$ cat src/rtl/muldiv_unit.sv
// rtl/muldiv_unit.sv - iterative MULT/MULTU/DIV/DIVU unit with HI/LO registers
// Shift-add multiply and restoring divide on magnitudes, sign fix-up in a final cycle.
module muldiv_unit #(
  parameter int WIDTH = 32,
  parameter int CNT_W = 6
) (
  input  logic             clk,
  input  logic             rst_n,
  input  logic             start,
  input  logic [1:0]       op,
  input  logic [WIDTH-1:0] a,
  input  logic [WIDTH-1:0] b,
  input  logic             mthi,
  input  logic             mtlo,
  input  logic [WIDTH-1:0] wdata,
  output logic [WIDTH-1:0] hi,
  output logic [WIDTH-1:0] lo,
  output logic             busy,
  output logic             done
);

  typedef enum logic [1:0] {IDLE, CALC, FIX} state_t;

  state_t             state;
  logic [CNT_W-1:0]   count;
  logic [2*WIDTH-1:0] acc;
  logic [WIDTH-1:0]   opnd;
  logic [WIDTH-1:0]   dividend;
  logic               is_div, neg_q, neg_r, div_zero;

  logic               is_signed, a_neg, b_neg;
  logic [WIDTH-1:0]   a_abs, b_abs;
  logic [WIDTH:0]     mul_sum, div_shift, div_diff;
  logic [2*WIDTH-1:0] prod_fix;
  logic [WIDTH-1:0]   res_hi, res_lo;

  // acc holds the running product for multiply, or {remainder, quotient/dividend} for divide
  always_comb begin
    is_signed = ~op[0];
    a_neg     = is_signed & a[WIDTH-1];
    b_neg     = is_signed & b[WIDTH-1];
    a_abs     = a_neg ? -a : a;
    b_abs     = b_neg ? -b : b;
    mul_sum   = {1'b0, acc[2*WIDTH-1:WIDTH]} + {1'b0, (acc[0] ? opnd : '0)};
    div_shift = acc[2*WIDTH-1:WIDTH-1];
    div_diff  = div_shift - {1'b0, opnd};
    prod_fix  = neg_q ? -acc : acc;
    res_hi    = prod_fix[2*WIDTH-1:WIDTH];
    res_lo    = prod_fix[WIDTH-1:0];
    if (is_div) begin
      if (div_zero) begin
        res_hi = dividend;
        res_lo = '1;
      end else begin
        res_hi = neg_r ? -acc[2*WIDTH-1:WIDTH] : acc[2*WIDTH-1:WIDTH];
        res_lo = neg_q ? -acc[WIDTH-1:0] : acc[WIDTH-1:0];
      end
    end
  end

  always_ff @(posedge clk or negedge rst_n) begin
    if (!rst_n) begin
      state    <= IDLE;
      count    <= '0;
      acc      <= '0;
      opnd     <= '0;
      dividend <= '0;
      is_div   <= 1'b0;
      neg_q    <= 1'b0;
      neg_r    <= 1'b0;
      div_zero <= 1'b0;
      hi       <= '0;
      lo       <= '0;
      busy     <= 1'b0;
      done     <= 1'b0;
    end else begin
      done <= 1'b0;
      case (state)
        IDLE: begin
          if (mthi) hi <= wdata;
          if (mtlo) lo <= wdata;
          if (start) begin
            state    <= CALC;
            count    <= '0;
            busy     <= 1'b1;
            is_div   <= op[1];
            neg_q    <= a_neg ^ b_neg;
            neg_r    <= a_neg;
            div_zero <= (b == '0);
            dividend <= a;
            opnd     <= op[1] ? b_abs : a_abs;
            acc      <= {{WIDTH{1'b0}}, (op[1] ? a_abs : b_abs)};
          end
        end
        CALC: begin
          if (is_div) begin
            if (div_diff[WIDTH]) acc <= {div_shift[WIDTH-1:0], acc[WIDTH-2:0], 1'b0};
            else                 acc <= {div_diff[WIDTH-1:0], acc[WIDTH-2:0], 1'b1};
          end else begin
            acc <= {mul_sum, acc[WIDTH-1:1]};
          end
          count <= count + 1'b1;
          if (count == CNT_W'(WIDTH - 1)) state <= FIX;
        end
        FIX: begin
          hi    <= res_hi;
          lo    <= res_lo;
          done  <= 1'b1;
          busy  <= 1'b0;
          state <= IDLE;
        end
        default: state <= IDLE;
      endcase
    end
  end

endmodule

$ cat config.mk
export PLATFORM = sky130hd
export DESIGN_NAME = muldiv_unit
export DESIGN_NICKNAME = d
export VERILOG_FILES = /design/src/rtl/muldiv_unit.sv
export SDC_FILE = /design/constraint.sdc
export NUM_CORES = 1
export LEC_CHECK = 0
export BUFFER_PORTS_ARGS = -buffer_cell sky130_fd_sc_hd__buf_2
export CORE_MARGIN = 5
export CORE_UTILIZATION = 40
export CTS_CLUSTER_SIZE = 10
export DETAILED_ROUTE_END_ITERATION = 6
export GPL_TIMING_DRIVEN = 0
export PLACE_DENSITY = 0.64
export SLEW_MARGIN = 20
export SYNTH_ARGS = -nofsm -noshare
export SYNTH_HDL_FRONTEND = slang
export SYNTH_SLANG_ARGS = --single-unit
$ cat constraint.sdc
create_clock -name clk -period 3.1 [get_ports clk]
set_input_delay 0.31 -clock clk [delete_from_list [all_inputs] [get_ports clk]]
set_output_delay 0.31 -clock clk [all_outputs]
set_load 0.01 [all_outputs]
### Yosys cells after proc, flatten, opt, wreduce, memory -nomap -nowiden

Cells that the tools add are included.

| storage, ports and cells | value |
|---|---|
| flip-flop bits (word level) | 206 |
| bits of input ports | 103 |
| word-level logic and storage cells | 70 |

| cells by class | value |
|---|---|
| multiplexer cells | 28 |
| equality and inequality tests | 7 |
| add/subtract/negate cells | 8 |
| reductions and logical operators | 10 |
| bitwise gates (word level) | 4 |

Operators with widths:

| cell | count |
|---|---|
| 32-bit two-way mux | 13 |
| 64-bit two-way mux | 4 |
| 32-bit negation | 4 |
| 32-bit case mux with 2 select lines | 2 |
| 64-bit case mux with 2 select lines | 1 |
| 64-bit negation | 1 |
| 32-bit by 32-bit adder with 33-bit output | 1 |
| 33-bit by 32-bit subtractor with 33-bit output | 1 |
| 32-bit zero test | 1 |
| 6-bit case mux with 2 select lines | 1 |
| 2-bit AND reduction | 6 |
| 2-bit != test (second input constant) | 4 |
| 6-bit by 1-bit adder with 6-bit output (second input constant) | 1 |
| 6-bit by 5-bit equality test with 1-bit output (second input constant) | 1 |
| 6-bit two-way mux | 1 |
| 2-bit two-way mux | 2 |
| 2-bit case mux with 2 select lines | 1 |
| 2-bit nonzero test | 2 |
| 1-bit bitwise AND | 2 |
| 2-bit by 1-bit equality test with 1-bit output (second input constant) | 1 |
| 2-bit equality test (second input constant) | 1 |
| 2-bit zero test | 1 |
| 1-bit two-way mux | 2 |
| 1-bit case mux with 2 select lines | 1 |
| 2 further kinds | 2 |

### Depth between registers and ports, before layout

Gate-level depths: netlist (run 1).

| depth | value |
|---|---|
| depth in word-level cells | 6 |
| depth in mapped cells | 15 |
| gate-level depth less buffers | 14 |

### Worst setup path before layout (run 1)

No wires, ideal clock.

| timing path | value |
|---|---|
| kind | reg2reg |
| start | register acc[0] |
| end | register acc[63] |
| library setup time | 94 ps |
| buffers on the path | 1 |
| clock period less this slack | 3161 ps |
| cell stages (with the launch flop) | 15 |
| arrival | 3067 ps |
| slack | -61 ps |
| cells stage by stage | dfrtp_1 > inv_1 > clkbuf_1 > nor2_1 > ha_1 > o211ai_1 > a21o_1 > a21oi_1 > a21boi_0 > o31ai_1 > and3_1 > o2111ai_1 > a21boi_0 > o31ai_1 > a211oi_1 |

| on the way | value |
|---|---|
| cells in the longest elaborated chain, start to end | 4 |

RTL lines:

| item | RTL line | source |
|---|---|---|
| from (decl) | 26 | `logic [2*WIDTH-1:0] acc;` |
| from (signal assigned) | 92 | `acc <= {{WIDTH{1'b0}}, (op[1] ? a_abs : b_abs)};` |
| from (signal assigned) | 97 | `if (div_diff[WIDTH]) acc <= {div_shift[WIDTH-1:0], acc[WIDTH-2:0], 1'b0};` |
| from (signal assigned) | 98 | `else acc <= {div_diff[WIDTH-1:0], acc[WIDTH-2:0], 1'b1};` |
| 32-bit two-way mux | 44 | `mul_sum = {1'b0, acc[2*WIDTH-1:WIDTH]} + {1'b0, (acc[0] ? opnd : '0)};` |
| 32-bit by 32-bit adder with 33-bit output | 44 |  |
| 64-bit two-way mux | 96 | `if (is_div) begin` |
| 64-bit case mux with 2 select lines | 78 | `case (state)` |

No other way between the ends.
A chain may end at the register's enable or synchronous reset.

### Worst setup path after layout (run 1)

| timing path | value |
|---|---|
| start | register acc[0] |
| end | register acc[62] |

Same word-level chain as after synthesis.

==> metrics.cfg, run 1 <==
[grt]
total_routing_resource_utilization_after_global_routing_pct = 30.36
grt_antenna_before_repair = 0
grt_start_max_net_pins = 83
globalRouteOverflowTotal = 0
grt_pass1_vias = 17390
grt_pass1_wl_um = 108400

[place]
portBuffers = 167
place_congestion = 1.011
post-dp-hpwl_um = 57690

[synth]
synth_top_area_share_pct = 30.96
yosys_most_used_dff = dfrtp_1
post_synth_most_frequent_cells = nand2_1 (342), o21ai_0 (272), dfrtp_1 (206), nor2_1 (159), a21oi_1 (154)
post-synth-top-area-cell = dfrtp_1
synthesis.area_sq_um = 16650
syn-mean-instance-area_sq_um = 7.752
yosys-top-cells-area = dfrtp_1 (31%), o21ai_0 (8.2%), nand2_1 (7.7%)
synth_sequential_area_ratio_pct = 30.96
synth_warnings = 0
asyncSetResetFlopFracSynth_pct = 100.0
post-synth-top-count-cell = nand2_1
mappedNetlistNets = 2322
synth-seq-cells = 206
post_synth_num_cell_types = 73
synthesis.instances = 2148
synth-edff-count = 0

[power]
total_leakage_power_uw = 0.008680
power.density_nw_per_um2 = 1281
ir_worst_vdd_mv = 0.6299

[detailed_routing]
routed_length_on_met1_um = 31660
drt-wirelength-per-cell_um = 25.18
drt_iter0_drc = 1992
drt_pre_antenna_iters = 6
routed-wl-met2_um = 32270
wl_met3_um = 6913
topRoutingLayerUsed = met4
drcViolationCount = 0
via_count = 18080
postRouteAntennaNets = 0
postRouteWirelength_um = 73950
vias_per_cell = 6.156

[clocking]
cts_tree = yes
clk_pin_slew_worst_paths_ps = 60
clock_latency_ps = 570
cts_buffer_count = 27
clockBufferDepth = 3
htree_num_levels = 1
root_buffer = clkbuf_16
tritoncts_num_sinks = 206

[timing]
final_period_minus_worst_setup_slack_ps = 3096
clock_skew_ps = 34.09
final.period_utilization_pct = 99.87
setup_repair_after_global_routing_missed_its_margin = yes
hold_slack_ps = 16.86
timing_max_transition_violations_final = 0
slew_headroom_pct = 31.33
max_freq_mhz = 323.0
tightest_slew_ps = 1030
finalSetupTns_ps = 0
setup_viol = 0
hold_viol = 0

[critical_path]
r2r.worst_path.cells = 14
critical_path.max_stage_delay_ps = 470
arrival_ps = 3560
critPathLaunch = acc[0]$_DFFE_PN0P_
r2r_slack_ps = 4
regToRegStartpoint = acc[0]$_DFFE_PN0P_
worst-path-max-fanout = 5
worst_setup_path_end_kind = register
timing_worst_setup_path_type = register to register
crit-reg2reg-capture = acc[62]$_DFFE_PN0P_
setup.worst_path.start_class = register
slowest_stage = dfrtp_2
cp_dominant_cell_by_count = o211ai_1
critical_path_required_ps = 3570
crit_chain = buf_4 > nand2_2 > inv_1 > ha_4 > a211oi_4 > nor2_2 > o31ai_4 > o22ai_2 > o211ai_1 > o211ai_1 > a31oi_1 > xnor2_1 > o21ai_0 > o31ai_1

[min_path]
min-delay-path-class = primary input to register
worst_min_delay_path_startpoint = wdata[7]
min_to = hi[7]$_DFFE_PN0P_
min_delay_path_depth = 3

[floorplan]
coreArea_sq_um = 41020
ios = 169
die-height_um = 214.0
die_w_um = 214.0
starting_density_of_the_core_pct = 40.60
fp-row-count = 74
design.die.area_sq_um = 45810

[layout]
nNetsFinal = 2565
antenna-diode-count = 0
final.fill_count = 4024
post_route_cells_drive_above_1_share_pct = 17.71
syn2layout_area_growth_pct = 22.04

[status]
status = finished clean

[flow_run]
drv.max_cap_violation_count = 0

-- metrics by stage --
stage	util (%)	worst slack, ps	cells	total power [uW]	area, sq um
detailed placement	44.43	-1394	2849	20190	18220
global placement	44.27	-1838	2847	19990	18160
CTS	47.78	-80.18	2910	24220	19600
global route	49.54	-110.8	2937	27580	20320
finish	49.54	4.029	2937	26020	20320
floorplan	-	21.99	2148	15400	16660
-- placed cells by master, fill, tap and decap left out, types with 18 or more instances in the layout --
master,count
a21o_1,35
a21oi_1,141
a22oi_1,23
buf_1,18
buf_2,168
buf_4,51
clkbuf_1,108
clkbuf_16,27
dfrtp_1,183
dfrtp_2,23
ha_1,48
inv_1,57
mux2i_1,76
nand2_1,339
nand3_1,32
nor2_1,152
nor3_1,21
o211ai_1,20
o21ai_0,253
o22ai_1,34
o31ai_1,26
or3_1,24
xnor2_1,114
xor2_1,67
-- worst max-delay path: cells and delay by family, from the launching register on --
kind | cells | cell delay (ps)
fa+ha+maj | 1 | 230
simple gates | 2 | 170
flops | 1 | 470
compound gates | 8 | 1780
xor+xnor | 1 | 130
buf+inv | 2 | 230
-- layer usage --
layer	vias up	GRT usage (%)
met4	0	10.39
met5	-	0
li1	8175	-
met1	8809	42.72
met3	160	5.845
met2	937	47.02
-- report_power, final --
part           internal (uW)  total (uW)  switching (uW)
clock                   1780        3010            1230
combinational           7110       17200           10100
sequential              4080        5780            1700
total                  13000       26000           13000
-- area by class of cell --
cell class                 instances  area [sq um]  share of cell area (%)
clock inverter                     4         50.05                  0.2463
timing repair buffer             223          1335                   6.570
tap                              532         665.6                   3.276
multi-input combinational       1734         11480                   56.51
buffer                           135         586.8                   2.888
clock buffer                      39         770.7                   3.793
sequential                       206          5184                   25.51
inverter                          64         245.2                   1.207
-- sequential cells by signal, indices dropped and copies added (netlist names) --
signal    flops
acc          64
busy          1
count         6
div_zero      1
dividend     32
done          1
hi           32
is_div        1
lo           32
neg_q         1
neg_r         1
opnd         32
state         2
-- cell families after synthesis --
family | count (synthesis) | share of synthesized area (%)
AO/OA/AOI/OAI | 701 | 25.52
multiplexers | 81 | 4.892
XOR/XNOR | 182 | 9.573
flip-flops | 206 | 30.96
buffers and inverters | 208 | 4.711
adder cells (fa/ha/maj) | 71 | 5.425
AND/OR/NAND/NOR | 699 | 18.92
-- how the worst max path moves through the flow --
| stage | end | slack (ps) | depth (start not counted) |
|---|---|---|---|
| 2_1_floorplan | acc[51]$_DFFE_PN0P_ | 20 | 14 |
| 3_3_place_gp | opnd[16]$_DFFE_PN0P_ | -1840 | 1 |
| 3_5_place_dp | acc[62]$_DFFE_PN0P_ | -1390 | 14 |
| 4_1_cts | acc[62]$_DFFE_PN0P_ | -80 | 14 |
| 5_1_grt | acc[62]$_DFFE_PN0P_ | -110 | 14 |
| 6_report | acc[62]$_DFFE_PN0P_ | 4 | 14 |
-- timing repair --
item / CTS / global route
endpoints found under the setup margin: 67 / 63
pin swaps: 16 / 37
cloned: 0 / 0
gates resized for setup: 113 / 123
endpoints found under the hold margin: 62 / 0
hold buffers: 2 / 0
buffers inserted: 24 / 28
Note: power is estimated with default switching activity, not from simulation.
==> inputs of run 2 (changes only) <==
--- a/config.mk
+++ b/config.mk
@@ -11,7 +11,7 @@
 export CTS_CLUSTER_SIZE = 10
 export DETAILED_ROUTE_END_ITERATION = 6
 export GPL_TIMING_DRIVEN = 0
-export PLACE_DENSITY = 0.64
+export PLACE_DENSITY = 0.62
 export SLEW_MARGIN = 20
 export SYNTH_ARGS = -nofsm -noshare
 export SYNTH_HDL_FRONTEND = slang
==> constraint.sdc (replaced) <==
create_clock -name clk -period 3.86 [get_ports clk]
set_input_delay 0.386 -clock clk [delete_from_list [all_inputs] [get_ports clk]]
set_output_delay 0.386 -clock clk [all_outputs]
set_load 0.01 [all_outputs]
==> run 2 against run 1 <==
Net effect: combinational power is 30% lower; first-iteration DRC count grew 6.7%; wire length fell by 2.1%; register-to-register slack better by 140 ps.
==> metrics.cfg, run 2 (synthesis gave the netlist of run 1 again) <==
[timing]
final.period_utilization_pct = 96.15  ; -3.7 points
slew_headroom_pct = 34.74  ; +3.4 points
hold_viol = 0  ; unchanged
max_freq_mhz = 269.4  ; -17%
timing_max_transition_violations_final = 0  ; unchanged
final_period_minus_worst_setup_slack_ps = 3712  ; +615.6 ps
clock_skew_ps = 18.99  ; -15.10 ps
setup_viol = 0  ; unchanged
tightest_slew_ps = 979.0  ; -51.04 ps

[floorplan]
design.die.area_sq_um = 45810  ; unchanged
starting_density_of_the_core_pct = 40.60  ; unchanged
fp-row-count = 74  ; unchanged
die-height_um = 214.0  ; unchanged
ios = 169  ; unchanged
coreArea_sq_um = 41020  ; unchanged
die_w_um = 214.0  ; unchanged

[layout]
antenna-diode-count = 0  ; unchanged
syn2layout_area_growth_pct = 14.86
finalNonFillerCells = 2897  ; -1.4%
post_route_cells_drive_above_1_share_pct = 10.61  ; -7.1 points
largest-register = acc
final.fill_count = 4128  ; +2.6%
layout_common_cells = nand2_1 (341), o21ai_0 (271), dfrtp_1 (203)
most_common_cell_after_layout_fill_and_taps_aside = nand2_1
final_util_pct = 46.63  ; -2.9 points
nNetsFinal = 2523  ; -1.6%
largest_reg_flops = 64  ; unchanged

[detailed_routing]
drcViolationCount = 0  ; unchanged
postRouteAntennaNets = 0  ; unchanged
drt-wirelength-per-cell_um = 24.99  ; -0.76%
drt_pre_antenna_iters = 6  ; unchanged
drt_iter0_drc = 2125  ; +6.7%
via_count = 17440  ; -3.6%
vias_per_cell = 6.018  ; -2.2%
postRouteWirelength_um = 72390  ; -2.1%

[grt]
grt_antenna_before_repair = 0  ; unchanged
grt_start_max_net_pins = 87  ; +4.8%
grt_pass1_vias = 16660  ; -4.2%
grt_pass1_wl_um = 106800  ; -1.6%
total_routing_resource_utilization_after_global_routing_pct = 30.11  ; -0.24 points
globalRouteOverflowTotal = 0  ; unchanged

[critical_path]
r2r_slack_ps = 150  ; +140 ps
worst-path-max-fanout = 10  ; +5
arrival_ps = 4140  ; +580 ps
critical_path_required_ps = 4290  ; +720 ps
setup.worst_path.start_class = register
worst_setup_path_end_kind = register
r2r.worst_path.cells = 10  ; -4
timing_worst_setup_path_type = register to register

[min_path]
min_delay_path_depth = 3  ; unchanged
min-delay-path-class = primary input to register

[power]
total_leakage_power_uw = 0.008312  ; -4.2%
power.density_nw_per_um2 = 997.2  ; -22%
ir_worst_vdd_mv = 0.5228  ; -17%

[clocking]
root_buffer = clkbuf_16
clock_latency_ps = 570  ; about the same
htree_num_levels = 1  ; unchanged
clk_pin_slew_worst_paths_ps = 60  ; about the same
cts_buffer_count = 27  ; unchanged
tritoncts_num_sinks = 206  ; unchanged
clockBufferDepth = 3  ; unchanged
cts_tree = yes

[flow_run]
drv.max_cap_violation_count = 0  ; unchanged

[place]
portBuffers = 167  ; unchanged
place_congestion = 1.007  ; -0.36%
post-dp-hpwl_um = 57870  ; +0.31%
dp_cells = 2849  ; unchanged

[status]
status = finished clean

==> run 2: changes by cell type in the layout (fill, tap and decap cells not counted), sizes merged <==
cell and change:
clkinv +4, dlygate4sd3 -1, buf -57, clkbuf +14, clkinvlp -2, inv +2
==> run 2: worst paths after layout <==
kind                                        end                start
max in group asynchronous  opnd[18]$_DFFE_PN0P_                rst_n
min in group asynchronous    lo[16]$_DFFE_PN0P_                rst_n
hold / removal               hi[15]$_DFFE_PN0P_            wdata[15]
setup reg to reg             hi[10]$_DFFE_PN0P_  acc[25]$_DFFE_PN0P_
setup / recovery             hi[10]$_DFFE_PN0P_  acc[25]$_DFFE_PN0P_
hold reg to reg                busy$_DFFE_PN0P_     busy$_DFFE_PN0P_
==> run 2: final cells by class <==
cell class	instances	area, sq um	area share [%]
Buffer	144	555.5	2.905
Clock buffer	37	733.2	3.834
Clock inverter	8	68.82	0.3598
Inverter	64	240.2	1.256
Multi-Input combinational cell	1734	10780	56.35
Sequential cell	206	5159	26.97
Tap cell	532	665.6	3.480
Timing Repair Buffer	172	925.9	4.841
==> run 2: repair_timing <==
action	in CTS	in global routing
hold buffers	1	0
resized for setup	18	13
setup endpoints to repair	36	28
pin swaps	0	2
hold endpoints to repair	55	0
setup buffers	0	2
==> run 2: worst max-delay path: stages, from the launching register on <==
cell and delay, ps:
dfrtp_1 360, clkbuf_1 240, or4_1 470, or2_1 250
or3_1 450, or4_1 680, clkbuf_1 320, o21ai_1 230
xnor2_1 70, o21ai_0 380, nand3_1 120
==> run 2: power by group <==
part / leakage [uW] / switching (uW) / internal [uW]
clock: 0.000399 / 1030 / 1380
combinational: 0.00540 / 7470 / 4630
sequential: 0.00251 / 1300 / 3260
==> run 2: through the flow <==
| step | setup WS (ps) | hold slack (ps) | total power (uW) | TNS, ps | area (sq um) |
|---|---|---|---|---|---|
| final | 148.4 | 82.32 | 19070 | 0 | 19130 |
| after global routing | -9.090 | 85.17 | 20380 | -13.88 | 19130 |
| after CTS | 32.83 | 63.91 | 18760 | 0 | 19070 |
| after detailed placement | -662.0 | 357.5 | 16250 | -9000 | 18220 |
| after global placement | -1211 | 458.5 | 16090 | -248680 | 18150 |
| after floorplan | 698.6 | 90.41 | 12360 | 0 | 16650 |
==> run 2: metal layers <==
layer | share of wire [%] | wire [um] | global-route usage, %
met1 | 43 | 31310 | 42.16
met2 | 42 | 30740 | 45.35
met3 | 9.3 | 6697 | 6.777
met4 | 4.9 | 3549 | 11.72
met5 | 0.12 | 87 | 1.354
==> inputs of run 3 (changes only) <==
--- a/config.mk
+++ b/config.mk
@@ -6,12 +6,14 @@
 export NUM_CORES = 1
 export LEC_CHECK = 0
 export BUFFER_PORTS_ARGS = -buffer_cell sky130_fd_sc_hd__buf_2
+export CELL_PAD_IN_SITES_DETAIL_PLACEMENT = 1
+export CELL_PAD_IN_SITES_GLOBAL_PLACEMENT = 2
 export CORE_MARGIN = 5
-export CORE_UTILIZATION = 40
+export CORE_UTILIZATION = 39
 export CTS_CLUSTER_SIZE = 10
 export DETAILED_ROUTE_END_ITERATION = 6
 export GPL_TIMING_DRIVEN = 0
-export PLACE_DENSITY = 0.62
+export PLACE_DENSITY = 0.92
 export SLEW_MARGIN = 20
 export SYNTH_ARGS = -nofsm -noshare
 export SYNTH_HDL_FRONTEND = slang
==> run 3 against run 2 <==
Net effect: clock power barely moved; first-iteration DRC count fell by 16%; power rose by 1.7%.
==> metrics.cfg, run 3 (synthesis gave the netlist of run 1 again) <==
[floorplan]
starting_density_of_the_core_pct = 39.52  ; -1.1 points
design.die.area_sq_um = 46930  ; +2.4%
die_w_um = 216.6  ; +1.2%
fp-row-count = 75  ; +1.4%
coreArea_sq_um = 42130  ; +2.7%
ios = 169  ; unchanged
die-height_um = 216.6  ; +1.2%

[timing]
setup_viol = 0  ; unchanged
final_period_minus_worst_setup_slack_ps = 3731  ; +19.23 ps
timing_max_transition_violations_final = 0  ; unchanged
finalSetupTns_ps = 0  ; unchanged
final.period_utilization_pct = 96.65  ; +0.50 points
hold_slack_ps = 76.24  ; -6.083 ps
slew_headroom_pct = 27.79  ; -6.9 points
tightest_slew_ps = 1083  ; +104.1 ps
setup_repair_after_global_routing_missed_its_margin = no
max_freq_mhz = 268.0  ; -0.52%
hold_viol = 0  ; unchanged
clock_skew_ps = 27.71  ; +8.719 ps

[critical_path]
regToRegStartpoint = acc[4]$_DFFE_PN0P_
setup.worst_path.start_class = register
worst_setup_path_end_kind = register
worst-path-max-fanout = 9  ; -1
arrival_ps = 4220  ; +80 ps
r2r_slack_ps = 130  ; -20 ps
timing_worst_setup_path_type = register to register
critical_path_required_ps = 4350  ; +60 ps
crit-reg2reg-capture = hi[11]$_DFFE_PN0P_
r2r.worst_path.cells = 11  ; +1

[power]
power.share.clock_pct = 12.3  ; -0.3 points
pwr-share-seq_pct = 24.4  ; +0.5 points
p_int_uw = 9335  ; +0.70%
combPwrFrac_pct = 63.3  ; -0.2 points
total_leakage_power_uw = 0.008322  ; +0.12%
power.density_nw_per_um2 = 1011  ; +1.4%
ir_worst_vdd_mv = 0.5840  ; +12%
power_switching_uw = 10060  ; +2.6%
power.switching_fraction_pct = 51.86  ; +0.47 points

[grt]
grt_pass1_wl_um = 116800  ; +9.4%
total_routing_resource_utilization_after_global_routing_pct = 32.27  ; +2.2 points
grt_pass1_vias = 18140  ; +8.9%
globalRouteOverflowTotal = 0  ; unchanged
grt_antenna_before_repair = 0  ; unchanged
grt_start_max_net_pins = 92  ; +5.7%

[detailed_routing]
postRouteAntennaNets = 0  ; unchanged
via_count = 17900  ; +2.7%
vias_per_cell = 6.173  ; +2.6%
drt_iter0_drc = 1776  ; -16%
drcViolationCount = 0  ; unchanged
drt_pre_antenna_iters = 5  ; -1
postRouteWirelength_um = 78470  ; +8.4%
drt-wirelength-per-cell_um = 27.06  ; +8.3%

[layout]
largest-register = acc
final_util_pct = 45.51  ; -1.1 points
syn2layout_area_growth_pct = 15.15
layout_common_cells = nand2_1 (342), o21ai_0 (271), dfrtp_1 (202)
nNetsFinal = 2522  ; -0.040%
most_common_cell_after_layout_fill_and_taps_aside = nand2_1
largest_reg_flops = 64  ; unchanged
antenna-diode-count = 0  ; unchanged
post_route_cells_drive_above_1_share_pct = 10.84  ; +0.23 points

[min_path]
min-delay-path-class = primary input to register
min_to = hi[15]$_DFFE_PN0P_
worst_min_delay_path_startpoint = wdata[15]
min_delay_path_depth = 3  ; unchanged

[clocking]
clk_pin_slew_worst_paths_ps = 60  ; about the same
htree_num_levels = 1  ; unchanged
cts_tree = yes
cts_buffer_count = 26  ; -3.7%
clock_latency_ps = 580  ; about the same
tritoncts_num_sinks = 206  ; unchanged
root_buffer = clkbuf_16
clockBufferDepth = 3  ; unchanged

[place]
place_congestion = 0.9818  ; -2.5%
portBuffers = 167  ; unchanged
post-dp-hpwl_um = 63030  ; +8.9%

[flow_run]
drv.max_cap_violation_count = 0  ; unchanged

[status]
status = finished clean

run 3: cell types whose count changed in the layout (fill, tap and decap cells not counted), moves of 3 or more:
cell	before	now
clkbuf_1	126	120
clkinv_2	6	1
clkbuf_8	2	5
buf_4	2	6
run 3: timing repair:
action | CTS | global route
gates cloned | 0 | 0
hold buffers | 1 | 0
hold endpoints to repair | 51 | 0
endpoints found under the setup margin | 40 | 26
pin swaps | 1 | 4
gates resized for setup | 20 | 20
setup buffers | 2 | 3
run 3: critical path, stage by stage (launching register included):
cell and delay, ps:
dfrtp_1 490, or4_1 690, nor4_4 310, buf_4 210, nand4_2 210, or2_2 350, clkbuf_1 280, o21ai_0 320
o22ai_1 150, a211oi_2 420, a21oi_1 80, o21ai_0 160
run 3: worst max path at each step:
stage | startpoint | endpoint | slack [ps] | cells past startpoint
6_report | acc[4]$_DFFE_PN0P_ | hi[11]$_DFFE_PN0P_ | 130 | 11
5_1_grt | acc[2]$_DFFE_PN0P_ | hi[11]$_DFFE_PN0P_ | 9 | 12
4_1_cts | acc[0]$_DFFE_PN0P_ | acc[63]$_DFFE_PN0P_ | 10 | 15
3_5_place_dp | acc[0]$_DFFE_PN0P_ | acc[63]$_DFFE_PN0P_ | -1010 | 14
3_3_place_gp | rst_n | acc[39]$_DFFE_PN0P_ | -1260 | 1
2_1_floorplan | acc[0]$_DFFE_PN0P_ | acc[63]$_DFFE_PN0P_ | 700 | 14
run 3: metrics by stage:
stage / power [uW] / std cells / instance area (sq um) / worst slack [ps]
after floorplan: 12360 / 2148 / 16650 / 698.6
after global placement: 16140 / 2854 / 18160 / -1260
after detailed placement: 16530 / 2856 / 18230 / -1010
after CTS: 19070 / 2899 / 19110 / 11.64
after global routing: 20660 / 2900 / 19170 / 8.562
final: 19390 / 2900 / 19170 / 129.2
run 3: metal layers:
| layer | vias up | global-route usage [%] | routed length [um] | part of all wire, % |
|---|---|---|---|---|
| li1 | 8095 | - | - | - |
| met1 | 8904 | 45.72 | 34590 | 44 |
| met2 | 744 | 50.00 | 34270 | 44 |
| met3 | 159 | 5.331 | 6209 | 7.9 |
| met4 | 0 | 11.41 | 3396 | 4.3 |
| met5 | - | 0 | 0 | 0 |
run 3: layout make-up:
cell class / instances / area (sq um)
multi-input cells: 1734 / 10800
inverters: 64 / 240.2
well taps: 539 / 674.4
fillers: 5253 / 22960
repair buffers: 175 / 948.4
flip-flops and latches: 206 / 5160
clock inverters: 3 / 51.30
plain buffers: 141 / 555.5
clock buffers: 38 / 745.7
run 3: power groups by stage:
| stage | clock, uW | sequential [uW] | combinational, uW |
|---|---|---|---|
| after floorplan | 0 | 4140 | 8220 |
| after global placement | 0 | 4620 | 11500 |
| after detailed placement | 0 | 4670 | 11900 |
| after CTS | 2400 | 4640 | 12000 |
| after global routing | 2490 | 4790 | 13400 |
| final | 2390 | 4730 | 12300 |
